--- src/rtl/mem_access_pkg.sv ---
// Shared encodings for the data-RAM load/store front end.
// Optional perf counters: MEM_ACCESS_CTRL_PERF_EN.
package mem_access_pkg;

  localparam logic [1:0] SIZE_BYTE = 2'b00;
  localparam logic [1:0] SIZE_HALF = 2'b01;
  localparam logic [1:0] SIZE_WORD = 2'b10;

  localparam logic RAM_RW_WRITE = 1'b1;

  typedef enum logic [1:0] {
    IDLE  = 2'd0,
    READ  = 2'd1,
    WRITE = 2'd2,
    RESP  = 2'd3
  } state_e;

endpackage

--- src/rtl/mem_access_ctrl_if.sv ---
// CPU request/response and RAM pin bundle.
// slave = controller view, master = CPU/RAM side.
interface mem_access_ctrl_if #(
  parameter int ADDR_W = 32
);
  logic              req_valid;
  logic              req_ready;
  logic              req_we;
  logic [1:0]        req_size;
  logic              req_unsigned;
  logic [ADDR_W-1:0] req_addr;
  logic [31:0]       req_wdata;
  logic              resp_valid;
  logic [31:0]       resp_rdata;
  logic              resp_err;
  logic [ADDR_W-1:0] ram_addr;
  logic [31:0]       ram_din;
  logic [31:0]       ram_dout;
  logic              ram_rw;

  modport slave (
    input  req_valid, req_we, req_size,
    input  req_unsigned, req_addr, req_wdata,
    input  ram_dout,
    output req_ready, resp_valid, resp_rdata,
    output resp_err, ram_addr, ram_din, ram_rw
  );

  modport master (
    output req_valid, req_we, req_size,
    output req_unsigned, req_addr, req_wdata,
    output ram_dout,
    input  req_ready, resp_valid, resp_rdata,
    input  resp_err, ram_addr, ram_din, ram_rw
  );
endinterface

--- src/rtl/mem_lane_merge.sv ---
// Little-endian lane logic: store merge and load extension.
// Combinational only.
module mem_lane_merge
  import mem_access_pkg::*;
(
  input  logic [31:0] rd_word_i,
  input  logic [31:0] wdata_i,
  input  logic [1:0]  size_i,
  input  logic [1:0]  off_i,
  input  logic        uns_i,
  output logic [31:0] merged_o,
  output logic [31:0] load_o
);
  logic [7:0]  b;
  logic [15:0] h;

  assign b = rd_word_i[{off_i, 3'b000} +: 8];
  assign h = off_i[1] ? rd_word_i[31:16]
                      : rd_word_i[15:0];

  always_comb begin
    merged_o = rd_word_i;
    load_o   = rd_word_i;
    unique case (1'b1)
      (size_i == SIZE_BYTE): begin
        merged_o[{off_i, 3'b000} +: 8] = wdata_i[7:0];
        load_o = {{24{~uns_i & b[7]}}, b};
      end
      (size_i == SIZE_HALF): begin
        merged_o[{off_i[1], 4'b0000} +: 16] = wdata_i[15:0];
        load_o = {{16{~uns_i & h[15]}}, h};
      end
      default: begin
        merged_o = wdata_i;
        load_o   = rd_word_i;
      end
    endcase
  end
endmodule

--- src/rtl/mem_access_ctrl.sv ---
// Load/store front end for the 256x32 data RAM.
// MEM_ACCESS_CTRL_PERF_EN adds perf_loads/perf_stores.
module mem_access_ctrl
  import mem_access_pkg::*;
#(
  parameter int RAM_RD_LAT = 1,
  parameter int ADDR_W     = 32,
  parameter int WORDS_LOG2 = 8
) (
  input  logic         clk,
  input  logic         rst,
  mem_access_ctrl_if.slave bus
`ifdef MEM_ACCESS_CTRL_PERF_EN
  ,
  output logic [15:0]  perf_loads,
  output logic [15:0]  perf_stores
`endif
);
  localparam int CNT_W = 8;

  state_e                state_q, state_d;
  logic                  we_q, uns_q, err_q;
  logic [1:0]            size_q, off_q;
  logic [WORDS_LOG2-1:0] widx_q;
  logic [31:0]           wdata_q, din_q, rdata_q;
  logic [CNT_W-1:0]      cnt_q;
  logic                  accept, req_err;
  logic [31:0]           merged_w, load_w;

  assign accept = bus.req_valid && (state_q == IDLE);

  assign req_err =
      (bus.req_size == 2'b11) ||
      (bus.req_size == SIZE_HALF && bus.req_addr[0]) ||
      (bus.req_size == SIZE_WORD && |bus.req_addr[1:0]) ||
      (|bus.req_addr[ADDR_W-1:WORDS_LOG2+2]);

  always_comb begin
    state_d = state_q;
    unique case (state_q)
      IDLE:
        if (accept) begin
          if (req_err)
            state_d = RESP;
          else if (bus.req_we && bus.req_size == SIZE_WORD)
            state_d = WRITE;
          else
            state_d = READ;
        end
      READ:
        if (cnt_q == '0)
          state_d = we_q ? WRITE : RESP;
      WRITE:   state_d = RESP;
      RESP:    state_d = IDLE;
      default: state_d = IDLE;
    endcase
  end

  always_ff @(posedge clk) begin
    if (rst) begin
      state_q <= IDLE;
      we_q    <= 1'b0;
      uns_q   <= 1'b0;
      err_q   <= 1'b0;
      size_q  <= SIZE_BYTE;
      off_q   <= 2'b00;
      widx_q  <= '0;
      wdata_q <= '0;
      din_q   <= '0;
      rdata_q <= '0;
      cnt_q   <= '0;
    end else begin
      state_q <= state_d;
      if (accept) begin
        we_q    <= bus.req_we;
        uns_q   <= bus.req_unsigned;
        err_q   <= req_err;
        size_q  <= bus.req_size;
        off_q   <= bus.req_addr[1:0];
        widx_q  <= bus.req_addr[WORDS_LOG2+1:2];
        wdata_q <= bus.req_wdata;
        din_q   <= bus.req_wdata;
        rdata_q <= '0;
        cnt_q   <= CNT_W'(RAM_RD_LAT);
      end
      // last READ cycle: ram_dout is valid now
      if (state_q == READ) begin
        if (cnt_q == '0) begin
          if (we_q) din_q   <= merged_w;
          else      rdata_q <= load_w;
        end else begin
          cnt_q <= cnt_q - 1'b1;
        end
      end
    end
  end

  mem_lane_merge u_merge (
    .rd_word_i (bus.ram_dout),
    .wdata_i   (wdata_q),
    .size_i    (size_q),
    .off_i     (off_q),
    .uns_i     (uns_q),
    .merged_o  (merged_w),
    .load_o    (load_w)
  );

  assign bus.req_ready  = (state_q == IDLE);
  assign bus.resp_valid = (state_q == RESP);
  assign bus.resp_err   = (state_q == RESP) && err_q;
  assign bus.resp_rdata = rdata_q;
  assign bus.ram_addr   =
      {{(ADDR_W-WORDS_LOG2){1'b0}}, widx_q};
  assign bus.ram_din    = din_q;
  assign bus.ram_rw     =
      (state_q == WRITE) ? RAM_RW_WRITE : 1'b0;

`ifdef MEM_ACCESS_CTRL_PERF_EN
  logic [15:0] ld_q, st_q;

  always_ff @(posedge clk) begin
    if (rst) begin
      ld_q <= '0;
      st_q <= '0;
    end else if (state_q == RESP && !err_q) begin
      if (we_q) st_q <= st_q + 16'd1;
      else      ld_q <= ld_q + 16'd1;
    end
  end

  assign perf_loads  = ld_q;
  assign perf_stores = st_q;
`endif
endmodule

--- src/flat_wrapper.sv ---
// flat-port wrapper written by rule: the top's interface ports become plain ports
module mem_access_ctrl_flat import mem_access_pkg::*;
#(
  parameter int RAM_RD_LAT = 1,
  parameter int ADDR_W     = 32,
  parameter int WORDS_LOG2 = 8
)
  (clk, rst, bus_req_valid, bus_req_we, bus_req_size, bus_req_unsigned, bus_req_addr, bus_req_wdata, bus_ram_dout, bus_req_ready, bus_resp_valid, bus_resp_rdata, bus_resp_err, bus_ram_addr, bus_ram_din, bus_ram_rw);
  mem_access_ctrl_if #(.ADDR_W(ADDR_W)) bus_i ();
  input  logic clk;
  input  logic rst;
  input wire logic [$bits(bus_i.req_valid)-1:0] bus_req_valid;
  input wire logic [$bits(bus_i.req_we)-1:0] bus_req_we;
  input wire logic [$bits(bus_i.req_size)-1:0] bus_req_size;
  input wire logic [$bits(bus_i.req_unsigned)-1:0] bus_req_unsigned;
  input wire logic [$bits(bus_i.req_addr)-1:0] bus_req_addr;
  input wire logic [$bits(bus_i.req_wdata)-1:0] bus_req_wdata;
  input wire logic [$bits(bus_i.ram_dout)-1:0] bus_ram_dout;
  output wire logic [$bits(bus_i.req_ready)-1:0] bus_req_ready;
  output wire logic [$bits(bus_i.resp_valid)-1:0] bus_resp_valid;
  output wire logic [$bits(bus_i.resp_rdata)-1:0] bus_resp_rdata;
  output wire logic [$bits(bus_i.resp_err)-1:0] bus_resp_err;
  output wire logic [$bits(bus_i.ram_addr)-1:0] bus_ram_addr;
  output wire logic [$bits(bus_i.ram_din)-1:0] bus_ram_din;
  output wire logic [$bits(bus_i.ram_rw)-1:0] bus_ram_rw;
  assign bus_i.req_valid = bus_req_valid;
  assign bus_i.req_we = bus_req_we;
  assign bus_i.req_size = bus_req_size;
  assign bus_i.req_unsigned = bus_req_unsigned;
  assign bus_i.req_addr = bus_req_addr;
  assign bus_i.req_wdata = bus_req_wdata;
  assign bus_i.ram_dout = bus_ram_dout;
  assign bus_req_ready = bus_i.req_ready;
  assign bus_resp_valid = bus_i.resp_valid;
  assign bus_resp_rdata = bus_i.resp_rdata;
  assign bus_resp_err = bus_i.resp_err;
  assign bus_ram_addr = bus_i.ram_addr;
  assign bus_ram_din = bus_i.ram_din;
  assign bus_ram_rw = bus_i.ram_rw;
  mem_access_ctrl #(.RAM_RD_LAT(RAM_RD_LAT), .ADDR_W(ADDR_W), .WORDS_LOG2(WORDS_LOG2)) u_core (.clk(clk), .rst(rst), .bus(bus_i));
endmodule
--- config.mk ---
export PLATFORM = sky130hd
export DESIGN_NAME = mem_access_ctrl_flat
export DESIGN_NICKNAME = d
export VERILOG_FILES = /design/src/rtl/mem_access_pkg.sv /design/src/rtl/mem_access_ctrl_if.sv /design/src/rtl/mem_lane_merge.sv /design/src/rtl/mem_access_ctrl.sv /design/src/flat_wrapper.sv
export SDC_FILE = /design/constraint.sdc
export NUM_CORES = 1
export LEC_CHECK = 0
export BUFFER_PORTS_ARGS = -buffer_cell sky130_fd_sc_hd__buf_2
export CAP_MARGIN = 40
export CELL_PAD_IN_SITES_DETAIL_PLACEMENT = 1
export CELL_PAD_IN_SITES_GLOBAL_PLACEMENT = 1
export CORE_UTILIZATION = 37
export DETAILED_ROUTE_END_ITERATION = 6
export PLACE_DENSITY = 0.79
export REMOVE_ABC_BUFFERS = 1
export SLEW_MARGIN = 30
export SYNTH_ARGS = -nofsm -noshare
export SYNTH_HDL_FRONTEND = slang
export SYNTH_HIERARCHICAL = 1
export SYNTH_SLANG_ARGS = --single-unit
export TNS_END_PERCENT = 5
--- constraint.sdc ---
create_clock -name clk -period 2.95 [get_ports clk]
set_clock_uncertainty 0.05 [all_clocks]
set_input_delay 0.295 -clock clk [delete_from_list [all_inputs] [get_ports clk]]
set_output_delay 0.295 -clock clk [all_outputs]
set_load 0.02 [all_outputs]
## Word level (Yosys, flattened, before mapping)

Index checks and enable logic that the tools add are counted.
W data, S select, Z words.

| storage, ports and cells | value |
|---|---|
| output and inout bits | 100 |
| bits in registers | 121 |
| word-level logic and storage cells | 68 |
| bits of input ports | 103 |

| operators by class | value |
|---|---|
| reductions and logical operators | 14 |
| multiplexer cells | 23 |
| add/sub/neg operators | 3 |
| shift operators | 5 |
| bitwise gates (word level) | 3 |
| eq/ne operators | 9 |

Operators with widths:

| kind | count |
|---|---|
| $mux W32 | 8 |
| $pmux W32 S2 | 2 |
| $bwmux W32 | 2 |
| $shift A16 B7 Y32 const A | 1 |
| $shift A8 B7 Y32 const A | 1 |
| $shiftx A16 B7 Y32 | 1 |
| $shiftx A32 B6 Y8 | 1 |
| $shiftx A8 B7 Y32 | 1 |
| $mux W8 | 3 |
| $reduce_or A22 Y1 | 1 |
| $mux W16 | 1 |
| $neg A5 Y7 | 2 |
| $eq A2 B2 Y1 const B | 4 |
| $logic_not A8 Y1 | 1 |
| $mux W2 | 4 |
| $pmux W2 S4 | 1 |
| $sub A8 B1 Y8 const B | 1 |
| $eq A2 B1 Y1 const B | 3 |
| $logic_and A1 B1 Y1 | 5 |
| $logic_not A2 Y1 | 2 |
| $ne A2 B1 Y1 const B | 2 |
| $logic_or A1 B1 Y1 | 3 |
| $and A1 B1 Y1 | 2 |
| $mux W1 | 2 |
| 3 further kinds | 3 |

## Longest topological paths before layout

Gate-level depths: netlist of run 1.

| depth | value |
|---|---|
| word-level depth | 8 |
| mapped depth | 10 |
| depth with buffers taken out | 7 |

## Cells and area by module

Netlist of run 1, hierarchy kept.

By module, submodules not included:

| module | instances | sequential area each (µm²) | cells an instance | area each (µm²) |
|---|---|---|---|---|
| mem_access_ctrl | 1 | 2422.3 | 605 | 4875.9 |
| mem_lane_merge | 1 | 0.0 | 279 | 1908.1 |

## Least setup slack after synthesis of run 1

OpenSTA, ideal clock, no wires.

| timing path | value |
|---|---|
| kind | reg-to-reg |
| start point | register u_core.off_q[1] |
| end point | register u_core.din_q[24], in the netlist u_core/bus.ram_din[24] |
| setup slack | 0.683 ns |
| setup time | 0.091 ns |
| arrival | 2.126 ns |
| cell stages (with the launch flop) | 11 |
| path buffers | 3 |
| clock period less this slack | 2.267 ns |
| required time | 2.809 ns |
| path through | dfxtp_1 buf_4 buf_2 inv_1 ha_1 nor4_1 and4b_1 buf_2 a221o_1 nor2_1 a311oi_1 |

| between the ends | value |
|---|---|
| longest elaborated chain between the ends | 7 |
| elaborated cells on any way between the ends | 12 |
| those cells by class | add/sub (2); shift (4); mux (6) |

Ends and longest elaborated chain:

| what | line | RTL |
|---|---|---|
| from (decl) | mem_access_ctrl.sv:23 | `logic [1:0] size_q, off_q;` |
| from (signal assigned) | mem_access_ctrl.sv:79 | `off_q <= bus.req_addr[1:0];` |
| $neg A5 Y7, on equally long branches | mem_lane_merge.sv:30, mem_lane_merge.sv:26 |  |
| $shiftx A16 B7 Y32, or another cell as far along | mem_lane_merge.sv:30 | `merged_o[{off_i[1], 4'b0000} +: 16] = wdata_i[15:0];` |
| $bwmux W32, on equally long branches | mem_lane_merge.sv:30, mem_lane_merge.sv:26 |  |
| $pmux W32 S2 * | mem_lane_merge.sv:24 | `unique case (1'b1)` |
| via u_core.merged_w[24] | mem_access_ctrl.sv:28 | `logic [31:0] merged_w, load_w;` |
| $mux W32 * | mem_access_ctrl.sv:89 | `if (we_q) din_q <= merged_w;` |
| $mux W32 * | mem_access_ctrl.sv:88 | `if (cnt_q == '0) begin` |
| $mux W32 * | mem_access_ctrl.sv:87 | `if (state_q == READ) begin` |
| to (signal assigned) | mem_access_ctrl.sv:82 | `din_q <= bus.req_wdata;` |
| to (signal assigned) | mem_access_ctrl.sv:89 |  |
| to (decl) | mem_access_ctrl.sv:25 | `logic [31:0] wdata_q, din_q, rdata_q;` |

The timed path passes the listed nets; every way through them passes the cells marked *.
A chain may end at the register's enable or synchronous reset.

## Worst setup path in the final report of run 1

| timing path | value |
|---|---|
| start point | register u_core.off_q[0] |
| end point | register u_core.din_q[12], in the netlist u_core/bus.ram_din[12] |

| between the ends | value |
|---|---|
| longest elaborated chain between the ends | 7 |
| elaborated cells on any way between the ends | 8 |
| those cells by class | add/sub (1); shift (2); mux (5) |

Ends and longest elaborated chain:

| what | line | RTL |
|---|---|---|
| $neg A5 Y7 * | mem_lane_merge.sv:26 | `merged_o[{off_i, 3'b000} +: 8] = wdata_i[7:0];` |
| $shiftx A8 B7 Y32 / $shift A8 B7 Y32 (equally long branches) | mem_lane_merge.sv:26 |  |
| $bwmux W32 * | mem_lane_merge.sv:26 |  |
| $pmux W32 S2 * | mem_lane_merge.sv:24 |  |
| via u_core.merged_w[12] | mem_access_ctrl.sv:28 |  |
| $mux W32 * | mem_access_ctrl.sv:89 |  |
| $mux W32 * | mem_access_ctrl.sv:88 |  |
| $mux W32 * | mem_access_ctrl.sv:87 |  |

Marked as above.

==> impl_results.md, run 1 <==
* # port buffers at roughly 180
* Crit path kind: register to register
* CTS HTree Levels at 4
* Worst EP arrival at roughly 2.7 ns
* Post-cts sizing count at 0
* Syn. warnings at 6
* Die Span Y at 137 µm
* Synth Register Bits at ~120
* Effective utilization at floorplan at about 38%
* Syn_area_per_cell at 7.67 µm²
* Clock tree root driver cell: clkbuf_16
* Fin. Hold Viols at 0
* Worst-path maximum fanout at 8
* DP Worst Slack at slightly above 0.6 ns
* Standard-cell rows at 49
* Tot GR Track Use at around a quarter
* Area contributors post-synth: dfxtp_1 (36%), nand2_1 (12%), a21oi_1 (6.1%)
* CTS Hold Buffers Added at 0
* PwrDens at approximately 840 mW/mm²
* CP endpoint kind: register
* Setup bufs post-CTS at 0
* Cell area after synthesis at approximately 0.0068 mm²
* Sw frac at 40.3%
* Vias at about 7,100
* Least-Margin Pin Slew at 0.849 ns
* RSZ-0062 raised after global routing: no
* Global-route wire length before repair at 36,800 µm
* Post-synth top area share at 35.7%
* Async S/R FF share, synth at 0%
* Synth cell types at 59
* Iteration-0 DRC count of the detailed router at between 500 and 600
* Seq pwr share at 31.6%
* Die width at 137 µm
* Min Tclk post-route at ~2.4 ns
* Post-DP HPWL at around 16,000 µm
* Fill cells at between 2,000 and 2,500
* Worst-path clk slew at 0.06 ns
* Wire per inst at approximately 19 µm
* Share of cells above drive strength 1 at between 20% and 30%
* Achievable clock frequency at roughly 410 MHz
* Largest net degree at the start of global routing at between 100 and 150
* Post-synth top flop: dfxtp_1
* Core area at 0.0180 mm²
* Initial antenna violation count at 2
* Post-synth EDFFs at 0
* Sink Count at between 100 and 150
* NumNets Final at around 1,100
* TritonCTS clock tree: done
* Worst setup margin at a little over 0.5 ns
* Status: completed
* Final period util at between 80% and 90%
* Post-layout util at between 40% and 50%
* Switching Power at between 2 and 3 mW
* Grt ovf at 0
* Post-DP Area at between 0.007 and 0.008 mm²
* Drt pass-1 iters at 5
* Final design area excluding fillers at just over 0.008 mm²
* GPL Wtd Cong at between 0.8 and 0.9
* Clk pwr share at 29.6%
* Setup TNS at 0 ns
* Slew HR at 43.1%
* TritonCTS Buffers at 17
* Post-synth top area cell: dfxtp_1
* Ports at 203
* Clk buf depth at 2
* Max IR drop VDD at between 0.8 and 0.9 mV
* Leakage at 3.44 nW
* Hold Path Class: input port to register
* Comb power frac at 38.8%
* Internal power at 4.17 mW
* Gate Count Post-Synth at ~880
* Hold WS at between 0.05 and 0.06 ns
* P&R area growth vs syn at 22.0%
* Register area share after synthesis at a little over a third
* Vias in the first global route at 6,946
* Final setup violating endpoints at 0
* Drt total wl at between 20,000 and 25,000 µm
* Drt drc at 0
* # Max-Cap Violations at 0
* Vias per cell at ~5.6
* Worst-skew pair later-pin latency at between 0.4 and 0.5 ns
* Post-route ant nets at 0
* Worst setup SP type: register
* Worst EP required at around 3.2 ns
* Max-slew violation count at 0
* DIE AREA at approximately 0.019 mm²
-- cell usage after synthesis, types with 4 or more instances --
master	number
a31oi_1	4
buf_4	30
a22o_1	7
nor3_1	6
and2_1	4
o211ai_1	11
nor2_1	46
nand3b_1	4
o21ai_0	34
a221o_1	15
nand2_1	209
ha_1	11
a22oi_1	16
nand4_1	4
buf_2	17
buf_1	7
inv_1	20
clkbuf_1	41
nor4_1	6
mux2_2	16
nor2b_1	10
nand3_1	56
a311oi_1	32
dfxtp_1	121
mux2i_1	19
a21oi_1	83
nand3_2	10
a32oi_1	7
nor3_2	4
-- path summary, 6_finish.rpt --
check,depth (start not counted),to,start,slack [ns]
max reg2reg,7,u_core/bus.ram_din[12]$_SDFF_PP0_,u_core/off_q[0]$_SDFFE_PP0P_,0.52
max,7,u_core/bus.ram_din[12]$_SDFF_PP0_,u_core/off_q[0]$_SDFFE_PP0P_,0.52
min reg2reg,2,u_core/widx_q[2]$_SDFFE_PP0P_,u_core/widx_q[2]$_SDFFE_PP0P_,0.40
min,3,u_core/widx_q[7]$_SDFFE_PP0P_,bus_req_addr[9],0.06
-- cells in the final DEF (no fill, tap or decap), drive strengths merged, types with 10 or more instances in the layout --
cell and instances:
a311oi 32, a21oi 84, nor2b 10, dfxtp 121, conb 24, mux2i 19, nand3 66, nand2 209
buf 189, o21ai 35, inv 20, mux2 16, nor2 46, o211ai 11, a22oi 16, clkbuf 19
nor3 11, a221o 15, ha 11
-- flip-flops by register name, indices dropped and copies added, names as in the netlist, 2 cells and up --
register and cells:
u_core/bus.resp_rdata 32, u_core/cnt_q 8, u_core/off_q 2, u_core/widx_q 8
u_core/bus.ram_din 32, u_core/wdata_q 32, u_core/size_q 2, u_core/state_q 2
-- kinds of logic (layout without fill, tap and decap cells) --
logic type	count (synthesis)	in the layout	share of synthesized area [%]
multiplexers	36	36	5.79
adder cells (fa/ha/maj)	11	11	2.03
AO/OA/AOI/OAI	223	223	21.9
buffers and inverters	116	240	8.50
AND/OR/NAND/NOR	376	376	26.0
other	1	25	0.0553
flip-flops	121	121	35.7
-- layout make-up --
cell class / instances / area [µm²] / area share, %
well taps: 229 / 287 / 3.46
clock inverters: 12 / 126 / 1.53
clock buffers: 19 / 453 / 5.47
repair buffers: 189 / 1030 / 12.4
multi-input cells: 670 / 3880 / 46.9
flip-flops and latches: 121 / 2420 / 29.3
diodes: 1 / 2.50 / 0.0302
inverters: 20 / 75.1 / 0.907
-- power groups by stage --
| stage | Clock [mW] | Sequential, mW | Combinational [mW] |
|---|---|---|---|
| after floorplan | 0 | 2.46 | 1.49 |
| after global placement | 0 | 2.23 | 2.66 |
| after detailed placement | 0 | 2.24 | 2.70 |
| after CTS | 2.09 | 2.21 | 2.72 |
| after global routing | 2.17 | 2.25 | 2.98 |
| final | 2.07 | 2.21 | 2.72 |
-- worst max-delay path, stage by stage (launching register included) --
cell	delay, ns
dfxtp_1	0.33
inv_1	0.09
ha_1	0.23
nor4_1	0.37
nand4_1	0.56
o211ai_1	0.38
nor2_1	0.08
a311oi_1	0.24
-- per-stage QoR --
step | std cells | total power, mW
floorplan | 811 | 3.95
CTS | 1260 | 7.02
finish | 1261 | 6.99
detailed placement | 1229 | 4.94
global placement | 1229 | 4.88
global route | 1260 | 7.40
-- metal layers --
layer	wire, µm	share of wire, %	global-route usage [%]	vias to the layer above
met5	22	0.093	0	-
met4	262	1.1	7.69	4
met3	1590	6.7	5.56	30
met2	11400	48	42.5	249
met1	10500	44	32.2	3442
li1	-	-	-	3368
Note: power is estimated with default switching activity, not from simulation.
==> inputs of run 2 (changes only) <==
==> constraint.sdc (replaced) <==
create_clock -name clk -period 2.5 [get_ports clk]
set_clock_uncertainty 0.05 [all_clocks]
set_input_delay 0.25 -clock clk [delete_from_list [all_inputs] [get_ports clk]]
set_output_delay 0.25 -clock clk [all_outputs]
set_load 0.02 [all_outputs]
==> run 2 against run 1 <==
  * Sequential share of layout area decreased by 0.58 points
  * Via count increased by 1.3%
  * Non-clock buffer count rose by 14
  * Combinational power up 22%
  * Clock power grew 23%
  * Utilization is 0.93 points higher
  * Register-to-register slack got worse by 0.38 ns
==> impl_results.md, run 2 (synthesized netlist as in run 1, its figures left out) <==
* Status: completed
* # Max-Cap Violations at 0
* Largest net degree at the start of global routing at about 110
* Post-cts sizing count at 0
* Worst-path clk slew at 0.06 ns
* Wire per inst at 19.0 µm
* Final setup violating endpoints at 0
* TritonCTS clock tree: done
* Met1 Track Usage GR at a little under a third
* Hold WS at about 0.022 ns
* Worst Hold End: u_core/widx_q[7]$_SDFFE_PP0P_
* Worst-skew pair later-pin latency at 0.42 ns
* Busiest grt layer: met2
* Final cell count without fillers at between 1,000 and 1,500
* Share of cells above drive strength 1 at 26.7%
* Grt met3 use at around 7.2%
* Switching Power at around 3.4 mW
* Hold Path Class: input port to register
* Top Family by Delay on Critical Path: simple AND/OR/NAND/NOR gates
* Drt total wl at about 24,000 µm
* Drt pass-1 iters at 5
* Vias per cell at about 5.6
* NumNets Final at 1,147
* Fin. Hold Viols at 0
* Slowest CP cell: and4b_1
* Internal power at roughly 5.1 mW
* Iteration-0 DRC count of the detailed router at 389
* Critical-path cell list: inv_1 > ha_1 > nor4_1 > and4b_1 > a221o_1 > nor2_1 > a311oi_1
* Core area at around 0.018 mm²
* Comb power frac at 39.2%
* Worst-path maximum fanout at 8
* Drt drc at 0
* Post-route ant nets at 0
* Worst R2R Path Depth at 7
* Seq pwr share at between 30% and 40%
* Post-DP HPWL at about 17,000 µm
* Vias at 7,182
* Die width at approximately 140 µm
* Commonest cells after routing, fill and taps aside: nand2_1 (208), buf_2 (177), dfxtp_1 (120)
* Vias in the first global route at 7,051
* Worst reg2reg path startpoint: u_core/off_q[0]$_SDFFE_PP0P_
* Critical path's largest stage delay at between 0.5 and 0.6 ns
* Max-slew violation count at 0
* Crit path buf inv count at 1
* Met2 usage at between 40 and 50%
* DIE AREA at between 0.015 and 0.02 mm²
* Slew HR at between 40% and 50%
* Global-route wire length before repair at approximately 37,000 µm
* Least-Margin Pin Slew at roughly 0.75 ns
* CTS HTree Levels at 4
* Die Span Y at ~140 µm
* Max IR drop VDD at 0.630 mV
* Grt ovf at 0
* Worst R2R End: u_core/bus.ram_din[28]$_SDFF_PP0_
* Crit path kind: register to register
* Hold Crit Depth at 3
* Min Tclk post-route at roughly 2.4 ns
* Worst EP arrival at between 2 and 3 ns
* Most common cell after layout, fill and taps aside: nand2_1
* Final period util at ~95%
* Internal reg-to-reg setup slack at about 0.14 ns
* Placed cells at between 1,000 and 1,500
* Tot GR Track Use at between 20% and 30%
* PwrDens at 1010 mW/mm²
* Clk buf depth at 2
* P&R area growth vs syn at 24.5%
* RSZ-0062 raised after global routing: no
* Ports at about 200
* Worst EP required at between 2 and 3 ns
* GPL Wtd Cong at about 0.85
* Clock tree root driver cell: clkbuf_16
* Standard-cell rows at about 50
* Effective utilization at floorplan at between 30% and 40%
* Sw frac at 39.8%
* Leakage at about 3.5 nW
* Sink Count at around 120
* CP endpoint kind: register
* HP Start: bus_req_addr[9]
* Worst setup SP type: register
* # port buffers at between 150 and 200
* Achievable clock frequency at 423 MHz
* Clk pwr share at 30.1%
* Initial antenna violation count at 2
* TritonCTS Buffers at 17
run 2: cell count changes in the layout (fill, tap and decap cells not counted):
| cell | previous run | this run |
|---|---|---|
| dlygate4sd3_1 | 0 | 1 |
| inv_6 | 0 | 1 |
| bufinv_16 | 2 | 3 |
| clkinvlp_4 | 2 | 4 |
| buf_4 | 8 | 19 |
| clkinv_2 | 5 | 2 |
| clkbuf_8 | 2 | 1 |
| clkinv_4 | 3 | 4 |
| buf_12 | 4 | 6 |
run 2: worst max-delay path by stage:
stage,start,cells past startpoint,slack (ns),endpoint
floorplan,u_core/state_q[0]$_SDFFE_PP0P_,6,-0.60,u_core/cnt_q[1]$_SDFF_PP0_
global placement,u_core/off_q[0]$_SDFFE_PP0P_,5,0.29,u_core/bus.ram_din[26]$_SDFF_PP0_
detailed placement,u_core/off_q[0]$_SDFFE_PP0P_,7,0.07,u_core/bus.ram_din[28]$_SDFF_PP0_
CTS,u_core/off_q[0]$_SDFFE_PP0P_,7,0.14,u_core/bus.ram_din[28]$_SDFF_PP0_
global route,u_core/off_q[0]$_SDFFE_PP0P_,7,0.008,u_core/bus.ram_din[30]$_SDFF_PP0_
finish,u_core/off_q[0]$_SDFFE_PP0P_,7,0.14,u_core/bus.ram_din[28]$_SDFF_PP0_
run 2: cell type report:
type	instances	area [µm²]
clock buffers	18	439
clock inverters	14	174
flip-flops and latches	121	2420
diodes	1	2.50
multi-input cells	670	3880
inverters	20	75.1
well taps	229	287
fillers	2295	9520
repair buffers	203	1160
run 2: what timing repair did:
| item | 4_1_cts | 5_1_grt |
|---|---|---|
| buffers inserted | 0 | 0 |
| hold buffers | 1 | 0 |
| endpoints found under the hold margin | 1 | 0 |
run 2: through the flow:
| step | total power [mW] | area, µm² | setup WS [ns] | TNS, ns | utilization, % |
|---|---|---|---|---|---|
| after floorplan | 4.66 | 6370 | -0.596 | -54.14 | - |
| after global placement | 5.86 | 7810 | 0.290 | 0 | 43.5 |
| after detailed placement | 5.94 | 7820 | 0.0717 | 0 | 43.5 |
| after CTS | 8.53 | 8440 | 0.142 | 0 | 47.0 |
| after global routing | 8.96 | 8440 | 0.00822 | 0 | 47.0 |
| final | 8.49 | 8440 | 0.136 | 0 | 47.0 |
run 2: routing by layer:
metal	wire length, µm	vias to the layer above
met3	1770	38
li1	-	3401
met5	25	-
met2	11700	237
met4	564	4
met1	10200	3502
run 2: worst reg2reg max path: cells and delay by family, from the launching register on:
family	cells	cell delay, ns
simple gates	3	1.01
compound gates	2	0.51
fa+ha+maj	1	0.21
buf+inv	1	0.11
flops	1	0.37
run 2: power by group through the flow:
stage	Clock, mW	Combinational, mW	Sequential (mW)
after CTS	2.59	3.34	2.60
after detailed placement	0	3.30	2.64
after global routing	2.68	3.62	2.65
final	2.55	3.33	2.61
after global placement	0	3.23	2.62
after floorplan	0	1.76	2.90
